===== config.mk =====
export PLATFORM = sky130hd
export DESIGN_NAME = wb_peripheral_bridge
export DESIGN_NICKNAME = d
export VERILOG_FILES = /design/src/rtl/wb_peripheral_bridge_pkg.sv /design/src/rtl/wb_peripheral_bridge_timeout_counter.sv /design/src/rtl/wb_peripheral_bridge.sv
export SDC_FILE = /design/constraint.sdc
export NUM_CORES = 1
export LEC_CHECK = 0
export CAP_MARGIN = 20
export CORE_MARGIN = 5
export CORE_UTILIZATION = 30
export DETAILED_ROUTE_END_ITERATION = 8
export PLACE_DENSITY = 0.74
export SYNTH_ARGS = -nofsm -noshare
export SYNTH_HDL_FRONTEND = slang
export SYNTH_HIERARCHICAL = 1
export SYNTH_SLANG_ARGS = --single-unit
export TNS_END_PERCENT = 10

===== constraint.sdc =====
create_clock -name clk -period 2.2 [get_ports clk]
set_input_delay 0.33 -clock clk [delete_from_list [all_inputs] [get_ports clk]]
set_output_delay 0.33 -clock clk [all_outputs]
set_load 0.03 [all_outputs]

===== src/rtl/wb_peripheral_bridge_pkg.sv =====
// Shared types and constants for the Wishbone-to-peripheral-bus bridge.
package wb_peripheral_bridge_pkg;

    typedef enum logic [1:0] {
        ST_IDLE   = 2'd0,
        ST_WRITE  = 2'd1,
        ST_READ   = 2'd2,
        ST_FINISH = 2'd3
    } bridge_state_e;

    // [23:12] picks the peripheral, [11:0] the register inside it
    localparam int PERIPHERAL_ADDRESS_WIDTH = 24;
    localparam int REGISTER_ADDRESS_WIDTH   = 12;

    // Returned on timeout (and on unclaimed reads when that check is built in)
    localparam logic [31:0] ERROR_READ_DATA = 32'hFFFF_FFFF;

endpackage


===== src/rtl/wb_peripheral_bridge_timeout_counter.sv =====
// Counts consecutive busy cycles of one peripheral access; expired_o flags
// the last tolerated cycle so the FSM can terminate with an error.
module peripheral_timeout_counter #(
    parameter int TIMEOUT_CYCLES = 16
) (
    input  logic clk,
    input  logic rst,
    input  logic clear_i,
    input  logic incr_i,
    output logic expired_o
);

    localparam int CW = (TIMEOUT_CYCLES > 1) ? $clog2(TIMEOUT_CYCLES) : 1;
    localparam logic [CW-1:0] LAST = CW'(TIMEOUT_CYCLES - 1);

    logic [CW-1:0] count_q;
    logic [CW-1:0] count_d;

    // Next count: clear wins over increment
    always_comb begin
        count_d = count_q;
        if (clear_i)
            count_d = '0;
        else if (incr_i)
            count_d = count_q + 1'b1;
    end

    // Count register
    always_ff @(posedge clk) begin
        if (rst)
            count_q <= '0;
        else
            count_q <= count_d;
    end

    assign expired_o = (count_q == LAST);

endmodule


===== src/rtl/wb_peripheral_bridge.sv =====
// Wishbone classic slave driving the shared peripheral register bus.
// Optional macro WB_PERIPHERAL_BRIDGE_NO_RESPONSE_ERROR_EN: reads that no
// peripheral claims (requestOutput low) end with err and all-ones data.
module wb_peripheral_bridge
    import wb_peripheral_bridge_pkg::*;
#(
    parameter logic [7:0] BASE_ADDRESS   = 8'h13,
    parameter int         TIMEOUT_CYCLES = 16
) (
    input  logic        clk,
    input  logic        rst,
    input  logic        wb_cyc_i,
    input  logic        wb_stb_i,
    input  logic        wb_we_i,
    input  logic [3:0]  wb_sel_i,
    input  logic [31:0] wb_adr_i,
    input  logic [31:0] wb_data_i,
    output logic        wb_ack_o,
    output logic        wb_err_o,
    output logic [31:0] wb_data_o,
    output logic        peripheralBus_we,
    output logic        peripheralBus_oe,
    output logic [PERIPHERAL_ADDRESS_WIDTH-1:0] peripheralBus_address,
    output logic [3:0]  peripheralBus_byteSelect,
    output logic [31:0] peripheralBus_dataWrite,
    input  logic [31:0] peripheralBus_dataRead,
    input  logic        peripheralBus_requestOutput,
    input  logic        peripheralBus_busy
);

    bridge_state_e state_q, state_d;
    logic          we_q, we_d, oe_q, oe_d;
    logic          ack_q, ack_d, err_q, err_d;
    logic [31:0]   rdata_q, rdata_d;
    logic [31:0]   wdata_q, wdata_d;
    logic [3:0]    sel_q, sel_d;
    logic [PERIPHERAL_ADDRESS_WIDTH-1:0] addr_q, addr_d;
    logic          cnt_clear, cnt_incr, cnt_expired;
    logic          select;
    logic          no_response;

    assign select = wb_cyc_i & wb_stb_i & (wb_adr_i[31:24] == BASE_ADDRESS);

`ifdef WB_PERIPHERAL_BRIDGE_NO_RESPONSE_ERROR_EN
    assign no_response = ~peripheralBus_requestOutput;
`else
    logic unused_request_output;
    assign unused_request_output = peripheralBus_requestOutput;
    assign no_response = 1'b0;
`endif

    peripheral_timeout_counter #(
        .TIMEOUT_CYCLES(TIMEOUT_CYCLES)
    ) u_timeout (
        .clk       (clk),
        .rst       (rst),
        .clear_i   (cnt_clear),
        .incr_i    (cnt_incr),
        .expired_o (cnt_expired)
    );

    // Next-state and registered-output decode; strobes/ack/err default low
    always_comb begin
        state_d   = state_q;
        we_d      = 1'b0;
        oe_d      = 1'b0;
        ack_d     = 1'b0;
        err_d     = 1'b0;
        rdata_d   = rdata_q;
        wdata_d   = wdata_q;
        sel_d     = sel_q;
        addr_d    = addr_q;
        cnt_clear = 1'b0;
        cnt_incr  = 1'b0;
        case (state_q)
            ST_IDLE: begin
                cnt_clear = 1'b1;
                if (select) begin
                    addr_d  = wb_adr_i[PERIPHERAL_ADDRESS_WIDTH-1:0];
                    sel_d   = wb_sel_i;
                    wdata_d = wb_data_i;
                    we_d    = wb_we_i;
                    oe_d    = ~wb_we_i;
                    state_d = wb_we_i ? ST_WRITE : ST_READ;
                end
            end
            ST_WRITE: begin
                if (!wb_cyc_i) begin
                    cnt_clear = 1'b1;
                    state_d   = ST_IDLE;
                end else if (!peripheralBus_busy) begin
                    ack_d   = 1'b1;
                    state_d = ST_FINISH;
                end else if (cnt_expired) begin
                    err_d   = 1'b1;
                    rdata_d = ERROR_READ_DATA;
                    state_d = ST_FINISH;
                end else begin
                    we_d     = 1'b1;
                    cnt_incr = 1'b1;
                end
            end
            ST_READ: begin
                if (!wb_cyc_i) begin
                    cnt_clear = 1'b1;
                    state_d   = ST_IDLE;
                end else if (!peripheralBus_busy) begin
                    state_d = ST_FINISH;
                    if (no_response) begin
                        err_d   = 1'b1;
                        rdata_d = ERROR_READ_DATA;
                    end else begin
                        ack_d   = 1'b1;
                        rdata_d = peripheralBus_dataRead;
                    end
                end else if (cnt_expired) begin
                    err_d   = 1'b1;
                    rdata_d = ERROR_READ_DATA;
                    state_d = ST_FINISH;
                end else begin
                    oe_d     = 1'b1;
                    cnt_incr = 1'b1;
                end
            end
            ST_FINISH: begin
                // ack/err is visible this cycle; always return to IDLE
                cnt_clear = 1'b1;
                state_d   = ST_IDLE;
            end
            default: state_d = ST_IDLE;
        endcase
    end

    // State and output registers
    always_ff @(posedge clk) begin
        if (rst) begin
            state_q <= ST_IDLE;
            we_q    <= 1'b0;
            oe_q    <= 1'b0;
            ack_q   <= 1'b0;
            err_q   <= 1'b0;
            rdata_q <= '0;
            wdata_q <= '0;
            sel_q   <= '0;
            addr_q  <= '0;
        end else begin
            state_q <= state_d;
            we_q    <= we_d;
            oe_q    <= oe_d;
            ack_q   <= ack_d;
            err_q   <= err_d;
            rdata_q <= rdata_d;
            wdata_q <= wdata_d;
            sel_q   <= sel_d;
            addr_q  <= addr_d;
        end
    end

    assign wb_ack_o                 = ack_q;
    assign wb_err_o                 = err_q;
    assign wb_data_o                = rdata_q;
    assign peripheralBus_we         = we_q;
    assign peripheralBus_oe         = oe_q;
    assign peripheralBus_address    = addr_q;
    assign peripheralBus_byteSelect = sel_q;
    assign peripheralBus_dataWrite  = wdata_q;

endmodule


==> impl_results.md <==
* CTS H-tree depth at 3
* Number of hold-slack violations in the final timing report at 0
* Total iterations of the first detailed-routing run at 4
* Post-Synthesis Mean Instance Area at approximately 8.1 µm²
* Async S/R FF share, synth at 0
* Post-place instance area at around 0.006 mm²
* Per-cell via count in the routed design at roughly 4.5
* Synth top area share at 0.547
* Number of placed instances, taps included at between 800 and 900
* Die Y at 122 µm
* Synth Net Count at roughly 570
* Clk sinks at ~100
* Final total negative setup slack at 0 ns
* Ant diodes at 0
* Number of buffer cells added on primary ports at 201
* Clock latency at the later pin of the worst-skew pair at 0.34 ns
* Width of the chip at 122 µm
* Number of storage elements in the synthesis netlist at around 100
* Transition time of the tightest slew-check pin at 0.625 ns
* Gate Count Post-Synth at around 460
* EDFF count, synth at 0
* Type of the worst min-delay path: reg2reg
* Run status: complete, no violations
* Post-cts resize count at 0
* Critical path launch point type: flip-flop
* MaxCap Viol Count at 0
* Unrepaired setup endpoints after global routing: false
* Cell types with the largest area share after synthesis: sky130_fd_sc_hd__dfxtp_1 55%, sky130_fd_sc_hd__nand2_1 12%, sky130_fd_sc_hd__a21oi_1 8.5%, sky130_fd_sc_hd__nor2_1 7.2%, sky130_fd_sc_hd__nor3_1 4.7%
* Final estimated routing congestion in global placement at ~0.74
* Hold-fix buffers, CTS at 0
* Max Fclk at 560 MHz
* Clock Tree Root: sky130_fd_sc_hd__clkbuf_16
* CTS clock-pin slew for the worst setup and hold paths at 0.07 ns
* Drt initial violations at between 100 and 150
* Die footprint at between 0.01 and 0.015 mm²
* Overall global routing resource usage at 0.151
* Detailed-route wire length at 11300 µm
* Post-route antenna net violation count at 0
* DR DRC count at 0
* Longest Clk Path Bufs at 2
* Dominant register cell in the synthesized netlist: sky130_fd_sc_hd__dfxtp_1
* Power per standard cell area at around 610 mW/mm²
* Overall via count from detail_route at between 3000 and 4000
* Period Utilization, post-route at 0.812
* Crit path max fanout at 3
* Tightest slew margin relative to the limit at 0.583
* Cell variety after synth at 31
* Clock skew after layout at 0.00719 ns
* Synth area leader: sky130_fd_sc_hd__dfxtp_1
* Req. time, crit path at 2.43 ns
* Buffer count from post-CTS setup fixing at 0
* Setup violators final at 0
* Total gr overflow at 0
* Post-route minimum period at 1.79 ns
* Data arrival time of the critical path at about 2 ns
* Number of antenna violations at the first check in global routing at 0
* Sequential cell area fraction in the yosys report at 0.547
* Placement Rows at 40
* Maximum ir drop on the vdd rail at ~0.35 mV
* Syn-to-layout area delta at 66.2%
* Clock tree from TritonCTS: done
* Final std cell area, no fill at ~0.0062 mm²
* Fin. max-slew vios at 0
* Routed wire per std cell at roughly 14 µm
* Proportion of layout cells with a drive suffix above 1 at 0.0520
* Standby leakage power at around 2.1 nW
* Yosys warnings at 6
* Wire length of the first global-routing pass at ~18000 µm
* Post-layout instance count excluding filler cells at a little over 800
* HPWL after DPL at around 8400 µm
* Filler cell count in the final layout at 1156
* Floorplan Core Area at 0.0121 mm²
* Starting Density at 0.308
* Num CTS Buffers at 9
* Type of the worst setup path: reg2reg
* Pin count of the biggest net entering global routing at between 60 and 70
* Post-synthesis cell area at roughly 0.0037 mm²
* Endpoint type of the worst setup path: flip-flop
* Post-layout net count at between 700 and 800
* Number of global-route vias before repair at roughly 3600
* Num ports at about 200
## critical path, cell delays in order, from the launching register on
cell and delay, ns:
sky130_fd_sc_hd__dfxtp_1 0.34, sky130_fd_sc_hd__ha_1 0.24, sky130_fd_sc_hd__and3_1 0.21, sky130_fd_sc_hd__nor2b_1 0.16
sky130_fd_sc_hd__nor2b_1 0.25, sky130_fd_sc_hd__a21o_1 0.14, sky130_fd_sc_hd__mux2_2 0.33
## cell type report
type | count | area, µm² | share of cell area
Timing Repair Buffer | 210 | 2130 | 0.343
Tap cell | 168 | 210 | 0.0339
Clock inverter | 6 | 61.3 | 0.00989
Multi-Input combinational cell | 324 | 1510 | 0.244
Sequential cell | 102 | 2040 | 0.329
Clock buffer | 10 | 239 | 0.0386
Inverter | 2 | 7.51 | 0.00121
## cells in the mapped netlist, types with 3 or more instances
library cell	number
sky130_fd_sc_hd__nand3_1	3
sky130_fd_sc_hd__clkbuf_1	17
sky130_fd_sc_hd__nand2_1	123
sky130_fd_sc_hd__ha_1	4
sky130_fd_sc_hd__nor3_1	35
sky130_fd_sc_hd__nor2_1	72
sky130_fd_sc_hd__buf_6	5
sky130_fd_sc_hd__a21oi_1	63
sky130_fd_sc_hd__dfxtp_1	102
sky130_fd_sc_hd__buf_2	4
## kinds of logic (layout without fill, tap and decap cells)
group	Yosys count	after routing	share of synthesized area
muxes	5	5	0.0144
AOI/OAI and AO/OA	67	67	0.0936
DFF	102	102	0.547
xor gates and xnor gates	1	1	0.00235
adders and majority gates	4	4	0.0134
buffers and inverters	32	228	0.0496
and+or+nand+nor	247	247	0.279
## path summary, 6_finish.rpt
kind                                                                from                                  endpoint  slack [ns]  cells past startpoint
worst max-delay path                   u_timeout/count_q[0]$_SDFFE_PP0P_                   state_q[0]$_SDFFE_PP0P_        0.41                      6
worst min-delay path            peripheralBus_dataWrite[26]$_SDFFE_PP0P_  peripheralBus_dataWrite[26]$_SDFFE_PP0P_        0.45                      2
worst max register to register         u_timeout/count_q[0]$_SDFFE_PP0P_                   state_q[0]$_SDFFE_PP0P_        0.41                      6
worst min register to register  peripheralBus_dataWrite[26]$_SDFFE_PP0P_  peripheralBus_dataWrite[26]$_SDFFE_PP0P_        0.45                      2
## power breakdown
group	internal, mW	total [mW]	switching [mW]
sequential	1.86	1.87	0.00662
clock	0.908	1.58	0.674
combinational	0.211	0.329	0.119
total	2.98	3.78	0.800
## registers in the layout, summed over array words and instances, names as in the netlist
signal	count
peripheralBus_dataWrite	32
wb_data_o	32
peripheralBus_address	24
peripheralBus_byteSelect	4
u_timeout/count_q	4
state_q	2
peripheralBus_oe	1
peripheralBus_we	1
wb_ack_o	1
wb_err_o	1
## cell usage in the layout, fill, tap and decap left out, types with 2 or more instances in the layout
master / count
sky130_fd_sc_hd__a21oi_1: 63
sky130_fd_sc_hd__buf_12: 4
sky130_fd_sc_hd__buf_4: 6
sky130_fd_sc_hd__clkbuf_16: 9
sky130_fd_sc_hd__clkdlybuf4s50_1: 200
sky130_fd_sc_hd__clkinv_2: 3
sky130_fd_sc_hd__dfxtp_1: 102
sky130_fd_sc_hd__ha_1: 4
sky130_fd_sc_hd__inv_1: 2
sky130_fd_sc_hd__mux2_2: 2
sky130_fd_sc_hd__mux2i_1: 2
sky130_fd_sc_hd__nand2_1: 123
sky130_fd_sc_hd__nand3_1: 3
sky130_fd_sc_hd__nand4_1: 2
sky130_fd_sc_hd__nor2_1: 72
sky130_fd_sc_hd__nor2b_1: 2
sky130_fd_sc_hd__nor3_1: 35
sky130_fd_sc_hd__or2_2: 2
## metal layers
| metal | track usage | routed length, µm | vias to the layer above |
|---|---|---|---|
| met5 | 0 | 0 | - |
| met4 | 0.0623 | 215 | 0 |
| met3 | 0.0653 | 1140 | 15 |
| met2 | 0.256 | 5380 | 128 |
| met1 | 0.165 | 4520 | 1680 |
| li1 | - | - | 1874 |
## stage by stage
stage	utilization	total power [mW]	setup WS [ns]	hold slack (ns)
finish	0.512	3.78	0.415	0.450
global route	0.512	3.94	0.236	0.467
CTS	0.512	3.85	0.385	0.452
detailed placement	0.487	2.24	0.137	0.443
global placement	0.487	2.23	0.205	0.438
floorplan	-	2.00	0.319	0.409
Note: power is estimated with default switching activity, not from simulation.
